### src/rtl/gen_serial_adder.sv
// -----------------------------------------------------------------------------
// gen_serial_adder
//
// Purpose:
//   Multi-cycle adder/subtractor. An N-bit operation is split into K = N/W
//   chunks of W bits. One chunk is processed per clock, least significant
//   chunk first. The carry ripples between chunks through a register.
//   Subtraction is computed as a + ~b + 1: B is inverted when it is captured,
//   and the +1 is the initial carry-in.
//
// Parameters:
//   N  operand width in bits (>= 1)
//   W  chunk width added per clock (1 <= W <= N, N divisible by W)
//
// Ports:
//   clk    in   1    rising-edge clock
//   rst    in   1    synchronous active-high reset, overrides everything
//   start  in   1    begin an operation; accepted in IDLE or DONE only
//   sub    in   1    mode, captured with start: 0 = a+b, 1 = a-b
//   a      in   N    operand A, captured with start
//   b      in   N    operand B, captured with start
//   busy   out  1    high while the chunks are being processed (RUN)
//   done   out  1    one-cycle pulse; sum is valid while it is high
//   sum    out  N+1  result; sum[N] is the carry-out (1 = no borrow in sub)
//
// Timing:
//   done rises K edges after the edge that accepted start. If start is held
//   high, operations run back to back with a period of K+1 cycles.
// -----------------------------------------------------------------------------
module gen_serial_adder #(
  parameter int N = 8,
  parameter int W = 2
) (
  input  logic         clk,
  input  logic         rst,
  input  logic         start,
  input  logic         sub,
  input  logic [N-1:0] a,
  input  logic [N-1:0] b,
  output logic         busy,
  output logic         done,
  output logic [N:0]   sum
);

  // ---------------------------------------------------------------------------
  // Derived constants
  // ---------------------------------------------------------------------------
  localparam int K  = N / W;
  // The counter needs at least one bit, even when K = 1.
  localparam int CW = (K > 1) ? $clog2(K) : 1;
  localparam logic [CW-1:0] LAST_CHUNK = CW'(K - 1);

  localparam logic [1:0] S_IDLE = 2'd0;
  localparam logic [1:0] S_RUN  = 2'd1;
  localparam logic [1:0] S_DONE = 2'd2;

  // Reject illegal parameter sets at elaboration time.
  generate
    if (N < 1) begin : g_bad_n
      $error("gen_serial_adder: N must be >= 1");
    end
    if ((W < 1) || (W > N)) begin : g_bad_w
      $error("gen_serial_adder: W must satisfy 1 <= W <= N");
    end else if ((N % W) != 0) begin : g_bad_div
      $error("gen_serial_adder: N must be a multiple of W");
    end
  endgenerate

  // ---------------------------------------------------------------------------
  // State
  // ---------------------------------------------------------------------------
  logic [1:0]    r_state;
  logic [N-1:0]  r_a;        // captured operand A
  logic [N-1:0]  r_b;        // captured B' (already inverted in sub mode)
  logic [CW-1:0] r_cnt;      // index of the chunk processed on the next RUN edge
  logic          r_carry;    // carry into the current chunk
  logic [N:0]    r_sum;

  // ---------------------------------------------------------------------------
  // Chunk slicing and selection
  // ---------------------------------------------------------------------------
  logic [W-1:0] w_a_chunk [K];
  logic [W-1:0] w_b_chunk [K];

  generate
    for (genvar gi = 0; gi < K; gi++) begin : g_chunk
      assign w_a_chunk[gi] = r_a[gi*W +: W];
      assign w_b_chunk[gi] = r_b[gi*W +: W];
    end
  endgenerate

  logic [W-1:0] w_a_sel;
  logic [W-1:0] w_b_sel;

  // The mux uses a comparison loop instead of a direct array index. This
  // keeps the select well defined when K is not a power of two. It also
  // covers K = 1, where the counter is wider than the index.
  always_comb begin
    w_a_sel = '0;
    w_b_sel = '0;
    for (int i = 0; i < K; i++) begin
      if (r_cnt == CW'(i)) begin
        w_a_sel = w_a_chunk[i];
        w_b_sel = w_b_chunk[i];
      end
    end
  end

  // ---------------------------------------------------------------------------
  // Chunk adder: W-bit add with carry-in. Bit W is the chunk carry-out.
  // ---------------------------------------------------------------------------
  logic [W:0] w_chunk_add;
  logic       w_last;

  assign w_chunk_add = {1'b0, w_a_sel} + {1'b0, w_b_sel} + {{W{1'b0}}, r_carry};
  assign w_last      = (r_cnt == LAST_CHUNK);

  // Next sum in RUN: only the current chunk's bits change. On the final
  // chunk the carry-out also lands in sum[N].
  logic [N:0] w_sum_next;

  always_comb begin
    w_sum_next = r_sum;
    for (int i = 0; i < K; i++) begin
      if (r_cnt == CW'(i)) begin
        w_sum_next[i*W +: W] = w_chunk_add[W-1:0];
      end
    end
    if (w_last) begin
      w_sum_next[N] = w_chunk_add[W];
    end
  end

  // ---------------------------------------------------------------------------
  // Control FSM and datapath registers
  // ---------------------------------------------------------------------------
  always_ff @(posedge clk) begin
    if (rst) begin
      r_state <= S_IDLE;
      r_a     <= '0;
      r_b     <= '0;
      r_cnt   <= '0;
      r_carry <= 1'b0;
      r_sum   <= '0;
    end else begin
      case (r_state)
        S_IDLE, S_DONE: begin
          // A new request is accepted directly from DONE. This lets a
          // held-high start run operations back to back.
          if (start) begin
            r_a     <= a;
            r_b     <= sub ? ~b : b;
            r_carry <= sub;          // the +1 of two's-complement negation
            r_cnt   <= '0;
            r_state <= S_RUN;
          end else begin
            r_state <= S_IDLE;
          end
        end

        S_RUN: begin
          // start is ignored here; the captured operands stay as they are.
          r_sum   <= w_sum_next;
          r_carry <= w_chunk_add[W];
          if (w_last) begin
            r_cnt   <= '0;
            r_state <= S_DONE;
          end else begin
            r_cnt   <= r_cnt + CW'(1);
          end
        end

        default: begin
          r_state <= S_IDLE;
        end
      endcase
    end
  end

  // ---------------------------------------------------------------------------
  // Outputs
  // ---------------------------------------------------------------------------
  assign busy = (r_state == S_RUN);
  assign done = (r_state == S_DONE);
  assign sum  = r_sum;

endmodule

### config.mk
export PLATFORM = sky130hd
export DESIGN_NAME = gen_serial_adder
export DESIGN_NICKNAME = d
export VERILOG_FILES = /design/src/rtl/gen_serial_adder.sv
export SDC_FILE = /design/constraint.sdc
export NUM_CORES = 1
export LEC_CHECK = 0
export BUFFER_PORTS_ARGS = -buffer_cell sky130_fd_sc_hd__buf_2
export CAP_MARGIN = 20
export CORE_ASPECT_RATIO = 0.8
export CORE_UTILIZATION = 45
export CTS_BUF_LIST = sky130_fd_sc_hd__clkbuf_16
export CTS_CLUSTER_DIAMETER = 150
export CTS_CLUSTER_SIZE = 14
export DETAILED_ROUTE_END_ITERATION = 12
export PLACE_DENSITY = 0.65
export SYNTH_ARGS = -nofsm -noshare
export SYNTH_HDL_FRONTEND = slang
export SYNTH_SLANG_ARGS = --single-unit
### constraint.sdc
create_clock -name clk -period 5.2 [get_ports clk]
set_input_delay 0.78 -clock clk [delete_from_list [all_inputs] [get_ports clk]]
set_output_delay 0.78 -clock clk [all_outputs]
set_load 0.05 [all_outputs]
# Word-level counts from Yosys, hierarchy flattened
# Cells that the tools add are included.
dict set report totals {
  regBits 30
  out_inout_bits 11
}
dict set report classes {
  addsub 3
  eq_ne 7
  n_mux 17
  bitwise_logic 1
  reduce_logical 10
}
# operator n
set op_table {}
lappend op_table {{$mux 2} 11}
lappend op_table {{$reduce_and 2->1} 6}
lappend op_table {{$mux 8} 1}
lappend op_table {{$not 8->8} 1}
lappend op_table {{$pmux 2 s2} 2}
lappend op_table {{$eq 2x2->1 const B} 3}
lappend op_table {{$eq 2x1->1 const B} 2}
lappend op_table {{$logic_not 2->1} 2}
lappend op_table {{$add 2x2->3} 1}
lappend op_table {{$add 3x1->3} 1}
lappend op_table {{$add 2x1->2 const B} 1}
lappend op_table {{$mux 1} 2}
lappend op_table {{$ne 2x1->1 const B} 1}
lappend op_table {{$ne 2x2->1 const B} 1}
lappend op_table {{$pmux 1 s2} 1}
lappend op_table {{$reduce_bool 2->1} 1}
lappend op_table {{$reduce_or 2->1} 1}

# Longest topological paths before layout
dict set report depth {
  depth_word 8
  ltp_mapped 10
  depth_no_buf 9
}

# Least setup slack after synthesis
# Ideal clock, no wire load.
dict set report synth_path {
  path_kind {reg-to-reg}
  from {reg r_cnt[0]}
  to {reg r_sum[7], in the netlist sum[7]}
  setup_time_ps 71
  t_arrival_ps 2311
  required_time_ps 5129
  path_slack_ps 2818
  path_stages_with_launch 10
  n_path_buf 0
  cell_sequence {dfxtp_1 -> inv_1 -> ha_1 -> nor2b_2 -> a221oi_1 -> o31ai_1 -> fa_1 -> fa_1 -> nand3_1 -> a21oi_1}
}
dict set report synth_between {
  elab_chain_cells 7
  word_cells_on_any_way 15
  cone_classes {add/sub (2); eq/ne (3); mux (8); reduce/logical (2)}
}
# element line_no
set synth_rtl {}
lappend synth_rtl {{start, declared} 75} ;# logic [CW-1:0] r_cnt;
lappend synth_rtl {{start signal, assigned} 169} ;# r_cnt <= r_cnt + CW'(1);
lappend synth_rtl {{$logic_not 2->1} 102} ;# if (r_cnt == CW'(i)) begin
lappend synth_rtl {{$mux 2 (4 in a row)} 102}
lappend synth_rtl {{$add 2x2->3 (*)} 115} ;# assign w_chunk_add = {1'b0, w_a_sel} + {1'b0, w_b_sel} + {{W{1'b0}}, r_carry};
lappend synth_rtl {{$add 3x1->3 (*)} 115}
lappend synth_rtl {{named net w_chunk_add[1]} 112} ;# logic [W:0] w_chunk_add;
lappend synth_rtl {{end signal, assigned} 163} ;# r_sum <= w_sum_next;
lappend synth_rtl {{end, declared} 77} ;# logic [N:0] r_sum;
# The timed path passes the listed nets; every way through them passes the cells marked *.
# A chain may end at the register's enable or synchronous reset.

# Worst setup path in the final report
dict set report layout_path {
  from {reg r_cnt[0]}
  to {reg r_sum[5], in the netlist sum[5]}
}
# The elaborated chain is that of the path after synthesis.

==> flow_summary.toml <==
[outcome]
status = "finished, final reports clean"

[synthesis]
syn_inst = 165
async_flop_share_pct = 0
synthTopCellsByCount = "nand2_1 (32), dfxtp_1 (30), a21oi_1 (18), nor2_1 (12), nand3_1 (10)"
yosysSeqAreaShare_pct = 40.9
synth_edf_count = 0
syn_area_per_cell_um2 = 8.91
ys_seq_elements = 30
synthFlopType = "dfxtp_1"
synth_top_cell_area_share_pct = 40.9
synth_area_um2 = 1470
syn-num-nets = 191
post_synth_num_cell_types = 30
synth.most_common_cell = "nand2_1"
synth_area_leaders = "dfxtp_1 (41%), nand2_1 (8.2%), a21oi_1 (6.1%)"
yosys.area.top_type = "dfxtp_1"
ys_warn_count = 0

[grt]
grt_usage_pct = 19.8
grt_use_met1_pct = 24.4
top_usage_layer = "met2"
grt_first_pass_wirelength_um = 4980
grt_max_degree = 31
antenna_found_initial = 0
gr-usage-met3_pct = 6.03
overflow = 0
grt_pass1_vias = 1130
grt_use_met2_pct = 31.1

[final_layout]
synthToLayoutAreaGrowth_pct = 15.6
multi_input_area_um2 = 754
nets = 215
drive_above_1_share_pct = 22.8
n_antenna_cell = 0
fillers = 297
final_area_um2 = 1700
seq_area_um2 = 601

[clock_tree]
clock_sinks = 30
cts_max_level = 2
clkTransAtPathRegs_ns = 0.05
cts_root_buf = "clkbuf_16"
cts_buffers = 5
clk_latency_ns = 0.27
postCtsResizedCells = 0
clock_path_buffers = 2
cts_tree = "built"
cts_setup_buffers = 0
cts-hold-fix-buffers = 0

[timing]
finalMaxSlewViolations = 0
fin_crit_sh_pct = 51.3
worst_pin_slew_ns = 0.592
finalSetupTns_ns = 0
setup_viol = 0
timing.slew.headroom_pct = 60.5
final_hold_viol_count = 0
max_freq_mhz = 375
period_needed_ns = 2.67
grt_setup_unrepaired = "false"
clock_skew_ns = 0.00206

[power_and_ir_drop]
power_density_nw_per_um2 = 355
design_power_total_uw = 603
ir_drop_v = 0.000155
leakagePower_nw = 0.687

[min_path]
min_path_type = "reg -> reg"

[placed_design]
port_buffers = 30
dp_hpwl_um = 2110
routabilityCongestion = 0.832
placed_area_um2 = 1570

[worst_setup_path]
path_max_fanout = 5
critPathArrivalTime_ns = 2.86
crit_top_cell = "fa_1"
required_ns = 5.40
cpMaxStageDelayCell = "fa_1"
crit_type = "reg -> reg"
worstPathCellList = "inv_1 > ha_1 > nor2b_2 > a221oi_1 > o31ai_1 > fa_1 > fa_1 > nand3_1 > a21oi_1"
setup.worst_path.end_class = "flip-flop"
regToRegSetupSlack_ns = 2.53
critical-path-top-delay-family = "adder cells"
crit_buf_inv = 1
startpoint_type = "flip-flop"
critPathMaxStageDelay_ns = 0.57

[detailed_routing]
wl_per_cell_um = 13.0
drt_iter0_markers = 48
firstDrtPassIters = 4
drt_wl_total_um = 2970
vias_per_cell = 5.16
ant_nets = 0
vias = 1181
drc = 0

[floorplanning]
io_pins = 31
die_h_um = 53.1
rows = 18
core_area_um2 = 3110
die_area_um2 = 3500
start_util_pct = 47.3
die_w_um = 65.9

[run]
drv_cap = 0
routing by layer:
metal / up-vias / wire length (um) / part of all wire [%]
met5: - / 0 / 0
met4: 0 / 56 / 1.9
met3: 7 / 156 / 5.3
met2: 25 / 1390 / 47
met1: 541 / 1370 / 46
li1: 608 / - / -
sequential cells by signal, indices dropped and copies added (netlist names):
name and flops:
r_a 8, r_carry 1, r_b 8, r_cnt 2, r_state 2, sum 9
power by group:
part | switching (mW) | internal (mW)
clock network | 0.0867 | 0.170
logic | 0.0556 | 0.0360
registers | 0.0103 | 0.245
total | 0.153 | 0.450
worst paths after layout:
kind,depth (start not counted),start,endpoint
max,9,r_cnt[0]$_SDFFE_PP0P_,sum[5]$_SDFFE_PP0P_
min reg2reg,2,r_a[4]$_SDFFE_PP0P_,r_a[4]$_SDFFE_PP0P_
min,2,r_a[4]$_SDFFE_PP0P_,r_a[4]$_SDFFE_PP0P_
max reg2reg,9,r_cnt[0]$_SDFFE_PP0P_,sum[5]$_SDFFE_PP0P_
layout by cell type (no fill, tap or decap):
cell type / netlist / final
ha_1: 4 / 4
nand3b_1: 4 / 4
a211oi_1: 4 / 4
nor2_1: 12 / 12
a31oi_1: 1 / 1
nand2_1: 32 / 32
nand2b_4: 2 / 2
o31ai_1: 4 / 4
a221oi_1: 4 / 4
clkbuf_16: 0 / 5
dfxtp_1: 30 / 30
xnor2_1: 8 / 8
nor2b_1: 4 / 4
nor2b_4: 1 / 1
o21a_1: 1 / 1
nand3_1: 10 / 10
nor2b_2: 1 / 1
a211oi_2: 4 / 4
fa_1: 2 / 2
nor4b_1: 1 / 1
buf_2: 1 / 30
inv_1: 3 / 5
and2b_1: 1 / 1
a311oi_1: 1 / 1
a21oi_1: 18 / 18
worst register-to-register path, delay by kind of cell, from the launching register on:
kind / cells / cell delay (ns)
flops: 1 / 0.40
fa+ha+maj: 3 / 1.26
simple gates: 2 / 0.29
compound gates: 3 / 0.57
buf+inv: 1 / 0.09
through the flow:
stage               instances  util [%]  hold WS (ns)  setup slack, ns
floorplan                 165         -         0.436             2.82
global placement          222      50.4         0.440             2.70
detailed placement        222      50.4         0.447             2.56
CTS                       229      54.7         0.454             2.54
global route              229      54.7         0.468             2.28
finish                    229      54.7         0.452             2.53
layout make-up:
type | instances | area share [%]
Multi-Input combinational cell | 119 | 44.4
Clock inverter | 2 | 0.442
Clock buffer | 5 | 7.36
Tap cell | 40 | 2.95
Timing Repair Buffer | 30 | 8.84
Inverter | 3 | 0.663
Sequential cell | 30 | 35.3
kinds of logic (layout without fill, tap and decap cells):
| kind of cell | after synthesis | after routing | synth area share, % |
|---|---|---|---|
| flops | 30 | 30 | 40.9 |
| compound gates | 37 | 37 | 17.5 |
| simple gates | 68 | 68 | 22.9 |
| xor+xnor | 8 | 8 | 4.77 |
| buf+inv | 16 | 40 | 7.83 |
| fa+ha+maj | 6 | 6 | 6.13 |
No activity file was read; power rests on OpenSTA's default activity.
